File: src/rtl/hazard_pkg.sv
// Shared types and constants for the hazard/forwarding scoreboard.
package hazard_pkg;

    localparam int AW_DEF     = 5;
    localparam int DATA_W_DEF = 32;

    localparam logic [AW_DEF-1:0] REG_ZERO = '0;

    // Slot widths follow the package defaults; hazard_unit must be built with matching AW/DATA_W.
    typedef struct packed {
        logic                  valid;
        logic [AW_DEF-1:0]     wreg;
        logic                  load;
        logic                  ready;
        logic [DATA_W_DEF-1:0] data;
    } slot_t;

endpackage

File: src/rtl/hazard_fwd_lookup.sv
// Per-source priority match over the in-flight slots: forwarded operand plus stall request.
// HAZARD_EX_BYPASS_EN: an ALU producer in slot 0 forwards ex_data combinationally.
module fwd_lookup
    import hazard_pkg::*;
#(
    parameter int DEPTH  = 3,
    parameter int DATA_W = DATA_W_DEF,
    parameter int AW     = AW_DEF
) (
    input  slot_t [DEPTH-1:0]  slots,
    input  logic  [AW-1:0]     addr,
    input  logic  [DATA_W-1:0] regdata,
    input  logic  [DATA_W-1:0] ex_data,
    output logic  [DATA_W-1:0] fwd,
    output logic               req
);

    logic              hit;
    logic              win_s0;
    logic              win_load;
    logic              win_rdy;
    logic [DATA_W-1:0] win_data;

    always_comb begin
        hit      = 1'b0;
        win_s0   = 1'b0;
        win_load = 1'b0;
        win_rdy  = 1'b0;
        win_data = '0;
        // Scan oldest to youngest so the lowest-index match overwrites older ones.
        for (int i = DEPTH - 1; i >= 0; i--) begin
            if (slots[i].valid && slots[i].wreg == addr) begin
                hit      = 1'b1;
                win_s0   = (i == 0);
                win_load = slots[i].load;
                win_rdy  = slots[i].ready;
                win_data = slots[i].data;
            end
        end
        if (addr == REG_ZERO)
            hit = 1'b0;
`ifdef HAZARD_EX_BYPASS_EN
        if (win_s0 && !win_load) begin
            win_rdy  = 1'b1;
            win_data = ex_data;
        end
`endif
        fwd = regdata;
        req = 1'b0;
        if (hit) begin
            if (win_rdy)
                fwd = win_data;
            else
                req = 1'b1;
        end
    end

`ifndef HAZARD_EX_BYPASS_EN
    logic unused_bypass;
    assign unused_bypass = ^{ex_data, win_s0, win_load};
`endif

endmodule

File: src/rtl/hazard_unit.sv
// In-flight destination scoreboard: RAW detection, operand forwarding, load-use stall, write-back.
// Optional combinational ALU->decode bypass under HAZARD_EX_BYPASS_EN.
module hazard_unit
    import hazard_pkg::*;
#(
    parameter int DATA_W   = DATA_W_DEF,
    parameter int AW       = AW_DEF,
    parameter int DEPTH    = 3,
    parameter int LOAD_LAT = 2
) (
    input  logic              sysclk,
    input  logic              rstd,
    input  logic              iss_valid,
    input  logic [AW-1:0]     iss_wreg,
    input  logic              iss_load,
    input  logic              flush,
    input  logic [DATA_W-1:0] ex_data,
    input  logic [DATA_W-1:0] ld_data,
    input  logic [AW-1:0]     rs_addr,
    input  logic [AW-1:0]     rt_addr,
    input  logic [DATA_W-1:0] rs_regdata,
    input  logic [DATA_W-1:0] rt_regdata,
    output logic [DATA_W-1:0] os_fwd,
    output logic [DATA_W-1:0] ot_fwd,
    output logic              stall,
    output logic              wb_we,
    output logic [AW-1:0]     wb_wreg,
    output logic [DATA_W-1:0] wb_data
);

    slot_t [DEPTH-1:0] slots;
    slot_t [DEPTH-1:0] slots_nxt;
    logic              rs_req;
    logic              rt_req;

    fwd_lookup #(.DEPTH(DEPTH), .DATA_W(DATA_W), .AW(AW)) u_rs (
        .slots(slots), .addr(rs_addr), .regdata(rs_regdata), .ex_data(ex_data),
        .fwd(os_fwd), .req(rs_req)
    );

    fwd_lookup #(.DEPTH(DEPTH), .DATA_W(DATA_W), .AW(AW)) u_rt (
        .slots(slots), .addr(rt_addr), .regdata(rt_regdata), .ex_data(ex_data),
        .fwd(ot_fwd), .req(rt_req)
    );

    // Flush drops the issuing instruction, so any hazard it had is moot.
    assign stall = (rs_req | rt_req) & ~flush;

    always_comb begin
        slots_nxt          = '0;
        slots_nxt[0].valid = iss_valid & ~stall & ~flush;
        slots_nxt[0].wreg  = iss_wreg;
        slots_nxt[0].load  = iss_load;
        for (int i = 1; i < DEPTH; i++) begin
            slots_nxt[i] = slots[i-1];
            if (i == 1 && !slots[0].load) begin
                slots_nxt[i].ready = 1'b1;
                slots_nxt[i].data  = ex_data;
            end
            if (i == LOAD_LAT && slots[i-1].load) begin
                slots_nxt[i].ready = 1'b1;
                slots_nxt[i].data  = ld_data;
            end
        end
    end

    always_ff @(posedge sysclk or negedge rstd) begin
        if (!rstd)
            slots <= '0;
        else
            slots <= slots_nxt;
    end

    // The retiring slot still takes part in lookup, covering the register-file write latency.
    assign wb_we   = slots[DEPTH-1].valid & (slots[DEPTH-1].wreg != REG_ZERO);
    assign wb_wreg = slots[DEPTH-1].valid ? slots[DEPTH-1].wreg : '0;
    assign wb_data = slots[DEPTH-1].valid ? slots[DEPTH-1].data : '0;

endmodule

File: config.mk
export PLATFORM = sky130hd
export DESIGN_NAME = hazard_unit
export DESIGN_NICKNAME = d
export VERILOG_FILES = /design/src/rtl/hazard_pkg.sv /design/src/rtl/hazard_fwd_lookup.sv /design/src/rtl/hazard_unit.sv
export SDC_FILE = /design/constraint.sdc
export NUM_CORES = 1
export LEC_CHECK = 0
export BUFFER_PORTS_ARGS = -buffer_cell sky130_fd_sc_hd__buf_2
export CAP_MARGIN = 15
export CELL_PAD_IN_SITES_DETAIL_PLACEMENT = 1
export CELL_PAD_IN_SITES_GLOBAL_PLACEMENT = 1
export CORE_UTILIZATION = 38
export CTS_CLUSTER_DIAMETER = 30
export CTS_CLUSTER_SIZE = 28
export DETAILED_ROUTE_END_ITERATION = 8
export PLACE_DENSITY = 0.85
export SLEW_MARGIN = 40
export SYNTH_ARGS = -nofsm -noshare
export SYNTH_HDL_FRONTEND = slang
export SYNTH_HIERARCHICAL = 1
export SYNTH_SLANG_ARGS = --single-unit
File: constraint.sdc
create_clock -name sysclk -period 5.1 [get_ports sysclk]
set_input_delay 1.02 -clock sysclk [delete_from_list [all_inputs] [get_ports sysclk]]
set_output_delay 1.02 -clock sysclk [all_outputs]
set_load 0.1 [all_outputs]
==> results of run 1 <==
routing by layer:
metal | vias up | track usage
met1 | 2770 | 0.312
met5 | - | 0
met2 | 233 | 0.519
li1 | 2517 | -
met4 | 0 | 0.0914
met3 | 38 | 0.0503
power by group through the flow:
| stage | logic, mW | clock network (mW) | registers [mW] |
|---|---|---|---|
| CTS | 0.676 | 0.739 | 0.770 |
| finish | 0.673 | 0.722 | 0.771 |
| floorplan | 0.442 | 0 | 0.761 |
| global route | 0.701 | 0.767 | 0.776 |
| detailed placement | 0.674 | 0 | 0.783 |
| global placement | 0.657 | 0 | 0.777 |
through the flow:
stage | worst slack, ps | utilization | std cells | cell area (sq um) | hold slack [ps]
final | 515 | 0.598 | 1049 | 8720 | 438
after global routing | 345 | 0.598 | 1049 | 8720 | 423
after CTS | 539 | 0.598 | 1048 | 8720 | 424
after detailed placement | 551 | 0.575 | 1032 | 8390 | 394
after global placement | 544 | 0.571 | 1030 | 8330 | 380
after floorplan | 706 | - | 627 | 5970 | 359
worst max-delay path, delay by kind of cell:
family	cells	cell delay (ps)
and+or+nand+nor	3	850
xor gates and xnor gates	1	140
AOI/OAI and AO/OA	1	160
buffers and inverters	4	940
muxes	1	420
cell type report:
type	instances	area share
Tap cell	184	0.0264
Timing Repair Buffer	266	0.274
Clock inverter	6	0.0106
Multi-Input combinational cell	495	0.414
Inverter	1	0.000430
Clock buffer	10	0.0274
Sequential cell	86	0.247
Antenna cell	1	0.000287
how the worst min path moves through the flow:
stage / startpoint / endpoint / depth (start not counted)
after global placement: slots[79]$_DFF_PN0_ / slots[119]$_DFF_PN0_ / 0
after detailed placement: slots[79]$_DFF_PN0_ / slots[119]$_DFF_PN0_ / 0
after CTS: slots[79]$_DFF_PN0_ / slots[119]$_DFF_PN0_ / 0
after floorplan: slots[79]$_DFF_PN0_ / slots[119]$_DFF_PN0_ / 0
after global routing: slots[79]$_DFF_PN0_ / slots[119]$_DFF_PN0_ / 0
final: slots[79]$_DFF_PN0_ / slots[119]$_DFF_PN0_ / 0
==> reports/metrics.csv, run 1 <==
metric,value,unit
clock power share,0.333,
final WL,21300,um
Final Slew Violations,0,
FMAX,0.218,GHz
cell internal pwr,1.41,mW
port buffer count,250,
area taken by multi-input logic gates,0.00361,sq mm
Worst R2R End,slots[39]$_DFF_PN0_,
Crit. End Element,output pin,
sequential share of power,0.356,
Pwr Total,2.17,mW
cells along the critical path,"buf_2, xor2_1, nor4_1, nand3_2, buf_4, nor2_1, a311o_2, buf_4, mux2_2, buf_12",
hold buffer count at CTS,0,
Pleak,4.38,nW
largest net degree at the start of global routing,58,
vias per cell,5.30,
"Slowest-stage cell, CP",nor4_1,
CP Data Arrival Time,3560,ps
Post-DP HPWL,15800,um
Fin Setup TNS,0,ps
peak per-stage delay on the critical path,530,ps
post-CTS setup repair buffer count,0,
GRT overflow,0,
Critical Path Most Common Cell,buf_4,
final hold viol count,0,
synth warn,6,
Tmin final,4580,ps
mapped cell area,0.00572,sq mm
worst-path fanout max,20,
Sink Count,86,
initial antenna violation count,1,
hold crit path type,reg2reg,
Least-Margin Pin Slew,746,ps
Crit Path Category,in2out,
root buf cell,clkbuf_16,
Resize count post-CTS,0,
WL met1,7990,um
Layout Area Growth over Synthesis,52.4,%
Max VDD drop,196,uV
Total Nets Final,1007,
TritonCTS buffer count,9,
startpoint types,input pin,
worst reg2reg setup slack,2690,ps
worst r2r src,slots[36]$_DFF_PN0_,
first-pass GRT wire length,33500,um
via count,5558,
crit path to,os_fwd[0],
Final Setup Violations,0,
CP required,4080,ps
FF/Latch Area,0.00216,sq mm
clk buf depth,2,
synthesized area per cell,10.2,sq um
met2 wire len,11700,um
largest registers,slots x86,
Die Span Y,125,um
Sw Share,0.350,
FP Rows,44,
net load switching power,0.757,mW
"commonest non-fill, non-tap cells in the layout","184 x buf_2, 134 x nor2_1, 85 x dfrtp_1",
RSZ-0062 raised after global routing,no,
GR Util All Layers,0.277,
CTS tree,done,
IO Pins,251,
max reg flops,86,
worst-skew pair later-pin latency,330,ps
fin crit share,0.899,
Slew headroom,0.503,
DRT Pass-1 Iters,4,
routability cong.,0.863,
Cells after Synth,562,
Critical Path Start,rs_addr[2],
Met3 Wirelength,1100,um
Clock Skew,11.7,ps
reg2reg path depth,8,
Die Area,0.0156,sq mm
share of layout cells above drive strength 1,0.450,
Die X,125,um
core area,0.0146,sq mm
Layout fillers,1609,
Gate power share,0.311,
Initial Util,0.392,
"commonest non-fill, non-tap cell in the layout",buf_2,
vias in the first global route,6188,
Power Density,248,mW/mm^2
Highest Signal Layer,met4,
H-Tree Depth,3,
Final ANT Viol Nets,0,
"Most flops, register",slots,
DRC,0,
wire per inst,20.3,um
First DRT Iteration DRCs,272,
outcome,"finished, final reports clean",
clock slew at reported path FFs,60,ps
Max Cap Violations,0,
No activity file was read; power rests on OpenSTA's default activity.
==> run 2, diff against run 1 <==
Settings changed: BUFFER_PORTS_ARGS -buffer_cell sky130_fd_sc_hd__buf_2 to not set, CORE_UTILIZATION 38 to 51, DONT_BUFFER_PORTS set to 1, PLACE_DENSITY 0.85 to 0.84.
==> reports/metrics.csv, run 2 (synthesis gave the netlist of run 1 again) <==
metric,value,unit
outcome,"finished, final reports clean",
FMAX,0.229,GHz
First DRT Iteration DRCs,256,
Worst R2R End,slots[39]$_DFF_PN0_,
RSZ-0062 raised after global routing,no,
crit path to,os_fwd[0],
"Most flops, register",slots,
wire per inst,24.7,um
Total Nets Final,760,
Die Area,0.0117,sq mm
Layout fillers,1209,
Die Span Y,108,um
vias per cell,6.22,
worst reg2reg setup slack,2630,ps
Tmin final,4370,ps
post-CTS setup repair buffer count,0,
GR Util All Layers,0.324,
Slew headroom,0.586,
startpoint types,input pin,
vias in the first global route,5069,
GRT overflow,0,
Max Cap Violations,0,
core area,0.0109,sq mm
Critical Path Start,rs_addr[0],
Crit. End Element,output pin,
Non-Filler Instances,757,
"commonest non-fill, non-tap cell in the layout",nor2_1,
Post-DP HPWL,12700,um
routability cong.,0.861,
hold buffer count at CTS,0,
first-pass GRT wire length,28100,um
Crit Path Category,in2out,
clock slew at reported path FFs,90,ps
placed insts,741,
fin crit share,0.856,
CTS tree,done,
IO Pins,251,
clk buf depth,2,
"crit path setup slack, layout",733,ps
share of layout cells above drive strength 1,0.288,
final hold viol count,0,
placed inst area,0.00620,sq mm
Final Core Density,0.589,
DRC,0,
reg2reg path depth,7,
hold crit path type,in2async,
Resize count post-CTS,0,
Final Setup Violations,0,
Pwr Total,1.79,mW
Max VDD drop,149,uV
Final Slew Violations,0,
worst r2r src,slots[36]$_DFF_PN0_,
CP required,4080,ps
Hold Worst Slack,352,ps
port buffer count,0,
"commonest non-fill, non-tap cells in the layout","133 x nor2_1, 85 x dfrtp_1, 66 x conb_1",
Clock Skew,11.1,ps
largest net degree at the start of global routing,87,
final WL,18700,um
Final Cell Area,0.00641,sq mm
largest registers,slots x86,
TritonCTS buffer count,9,
initial antenna violation count,0,
Layout Area Growth over Synthesis,12.1,%
max reg flops,86,
FP Rows,38,
dpl ws,788,ps
worst-skew pair later-pin latency,350,ps
DRT Pass-1 Iters,5,
Initial Util,0.526,
worst-path fanout max,17,
number of diodes,0,
Power Density,278,mW/mm^2
H-Tree Depth,3,
Final ANT Viol Nets,0,
Fin Setup TNS,0,ps
CP Data Arrival Time,3350,ps
Sink Count,86,
Die X,108,um
Pleak,2.99,nW
root buf cell,clkbuf_8,
via count,4706,
Least-Margin Pin Slew,615,ps
==> run 2: changes by cell type in the layout (fill, tap and decap cells not counted), sizes merged <==
cell / change
buf: -247
clkbuf: +2
clkinv: +1
clkinvlp: -2
diode: -1
inv: -1
==> run 2: power by group <==
group	leakage [nW]	total (mW)	internal, mW	switching, mW
registers	1.06	0.769	0.723	0.0460
clock network	0.110	0.536	0.289	0.247
logic	1.82	0.482	0.105	0.377
==> run 2: metal layers <==
layer | GRT usage | routed length (um)
met3 | 0.0579 | 1360
met4 | 0.140 | 502
met1 | 0.372 | 6930
met5 | 0 | 0
met2 | 0.586 | 9940
==> run 2: critical path: stages <==
cell	delay (ps)
xnor2_1	190
nand4_1	240
a211oi_4	560
nand2_1	140
a311o_2	400
buf_4	260
mux2_2	340
buf_12	170
==> run 2: how the worst min path moves through the flow <==
| stage | start | to | slack [ps] | cells past startpoint |
|---|---|---|---|---|
| 6_report | rstd | slots[100]$_DFF_PN0_ | 350 | 0 |
| 5_1_grt | rstd | slots[39]$_DFF_PN0_ | 320 | 0 |
| 4_1_cts | rstd | slots[65]$_DFF_PN0_ | 330 | 0 |
| 3_5_place_dp | slots[79]$_DFF_PN0_ | slots[119]$_DFF_PN0_ | 400 | 0 |
| 3_3_place_gp | slots[79]$_DFF_PN0_ | slots[119]$_DFF_PN0_ | 400 | 0 |
| 2_1_floorplan | slots[79]$_DFF_PN0_ | slots[119]$_DFF_PN0_ | 360 | 0 |
==> run 2: layout make-up <==
class	count	area (sq um)	area share
Sequential cell	86	2160	0.336
Tap cell	140	175	0.0273
Timing Repair Buffer	19	205	0.0320
Inverter	1	3.75	0.000585
Clock buffer	12	145	0.0226
Multi-Input combinational cell	495	3660	0.571
Clock inverter	4	70.1	0.0109
==> run 3, diff against run 2 <==
Settings changed: ABC_AREA set to 1, CORE_UTILIZATION 51 to 46, PLACE_DENSITY 0.84 to 0.85.
==> reports/metrics.csv, run 3 <==
metric,value,unit
hold buffer count at CTS,0,
share of layout cells above drive strength 1,0.108,
RSZ-0062 raised after global routing,no,
clock slew at reported path FFs,70,ps
worst r2r src,slots[37]$_DFF_PN0_,
GRT overflow,0,
Critical Path Start,rt_addr[0],
FP Rows,42,
FMAX,0.219,GHz
port buffer count,0,
"commonest non-fill, non-tap cells in the layout","489 x nand2_1, 199 x nand3_1, 108 x inv_1",
root buf cell,clkbuf_16,
IO Pins,251,
Die Area,0.0140,sq mm
first-pass GRT wire length,38200,um
Cells after Synth,1036,
post-CTS setup repair buffer count,0,
Power Density,264,mW/mm^2
FF/Latch Area,0.00215,sq mm
Slew headroom,0.427,
routability cong.,0.894,
Fin Setup TNS,0,ps
worst-skew pair later-pin latency,340,ps
"commonest non-fill, non-tap cell in the layout",nand2_1,
Die Span Y,118,um
core area,0.0132,sq mm
Pleak,4.64,nW
"Most flops, register",slots,
H-Tree Depth,3,
synthesized area per cell,6.02,sq um
clk buf depth,2,
Least-Margin Pin Slew,859,ps
area taken by multi-input logic gates,0.00351,sq mm
wire per inst,18.2,um
Final Setup Violations,0,
initial antenna violation count,1,
final hold viol count,0,
CP required,4080,ps
worst-path fanout max,32,
fin crit share,0.896,
Crit. End Element,output pin,
Layout fillers,1844,
vias per cell,5.36,
GR Util All Layers,0.347,
Final Slew Violations,0,
Total Nets Final,1279,
Resize count post-CTS,0,
DRT Pass-1 Iters,4,
Clock Skew,9.39,ps
Initial Util,0.471,
Sink Count,86,
DRC,0,
Layout Area Growth over Synthesis,25.0,%
max reg flops,86,
First DRT Iteration DRCs,389,
Die X,118,um
largest net degree at the start of global routing,87,
Max VDD drop,170,uV
hold crit path type,in2async,
vias in the first global route,7334,
TritonCTS buffer count,9,
CTS tree,done,
Max Cap Violations,0,
Tmin final,4570,ps
outcome,"finished, final reports clean",
final WL,23900,um
synth warn,6,
Final Core Density,0.588,
CP Data Arrival Time,3550,ps
startpoint types,input pin,
mapped cell area,0.00623,sq mm
largest registers,slots x86,
via count,7035,
Post-DP HPWL,16500,um
Final ANT Viol Nets,0,
Crit Path Category,in2out,
-- run 3: layout make-up --
type,count,share of cell area
Inverter,121,0.0586
Sequential cell,86,0.276
Multi-Input combinational cell,837,0.450
Tap cell,176,0.0283
Antenna cell,1,0.000321
Clock buffer,12,0.0316
Timing Repair Buffer,76,0.145
Clock inverter,4,0.00899
-- run 3: worst max-delay path: stages --
cell and delay (ps):
inv_1 150, nor2_1 70, nor2_1 170, nand3_2 420
nand3_1 260, nand2_2 130, inv_1 90, nand3_2 610
nand2_1 310, nand2_1 100, buf_4 240
-- run 3: metal layers --
| layer | share of wire | track usage | vias to the layer above | wire length, um |
|---|---|---|---|---|
| li1 | - | - | 3285 | - |
| met1 | 0.39 | 0.416 | 3369 | 9450 |
| met2 | 0.51 | 0.615 | 328 | 12100 |
| met3 | 0.068 | 0.0555 | 53 | 1620 |
| met4 | 0.030 | 0.146 | 0 | 724 |
| met5 | 0 | 0 | - | 0 |
-- run 3: per-stage QoR --
step	setup slack (ps)	cell area (sq um)	std cells	hold slack, ps	power [mW]
4_1_cts	513	7790	1312	359	2.07
6_report	529	7790	1313	370	2.06
2_1_floorplan	643	6480	1101	349	1.20
3_3_place_gp	728	7470	1296	398	1.34
3_5_place_dp	546	7470	1296	410	1.35
5_1_grt	314	7790	1313	359	2.12
-- run 3: report_power, final --
| part | internal [mW] | total (mW) | switching, mW |
|---|---|---|---|
| Clock | 0.442 | 0.716 | 0.274 |
| Combinational | 0.136 | 0.575 | 0.440 |
| Sequential | 0.723 | 0.769 | 0.0464 |
| Total | 1.30 | 2.06 | 0.760 |
-- run 3: path summary, 6_finish.rpt --
check                      slack (ps)                   end  depth (start not counted)
max in group asynchronous        4590   slots[36]$_DFF_PN0_                          0
hold / removal                    370   slots[53]$_DFF_PN0_                          0
setup reg to reg                 2830   slots[39]$_DFF_PN0_                         12
setup / recovery                  530            ot_fwd[22]                         11
hold reg to reg                   430  slots[119]$_DFF_PN0_                          0
min in group sysclk               430  slots[119]$_DFF_PN0_                          0
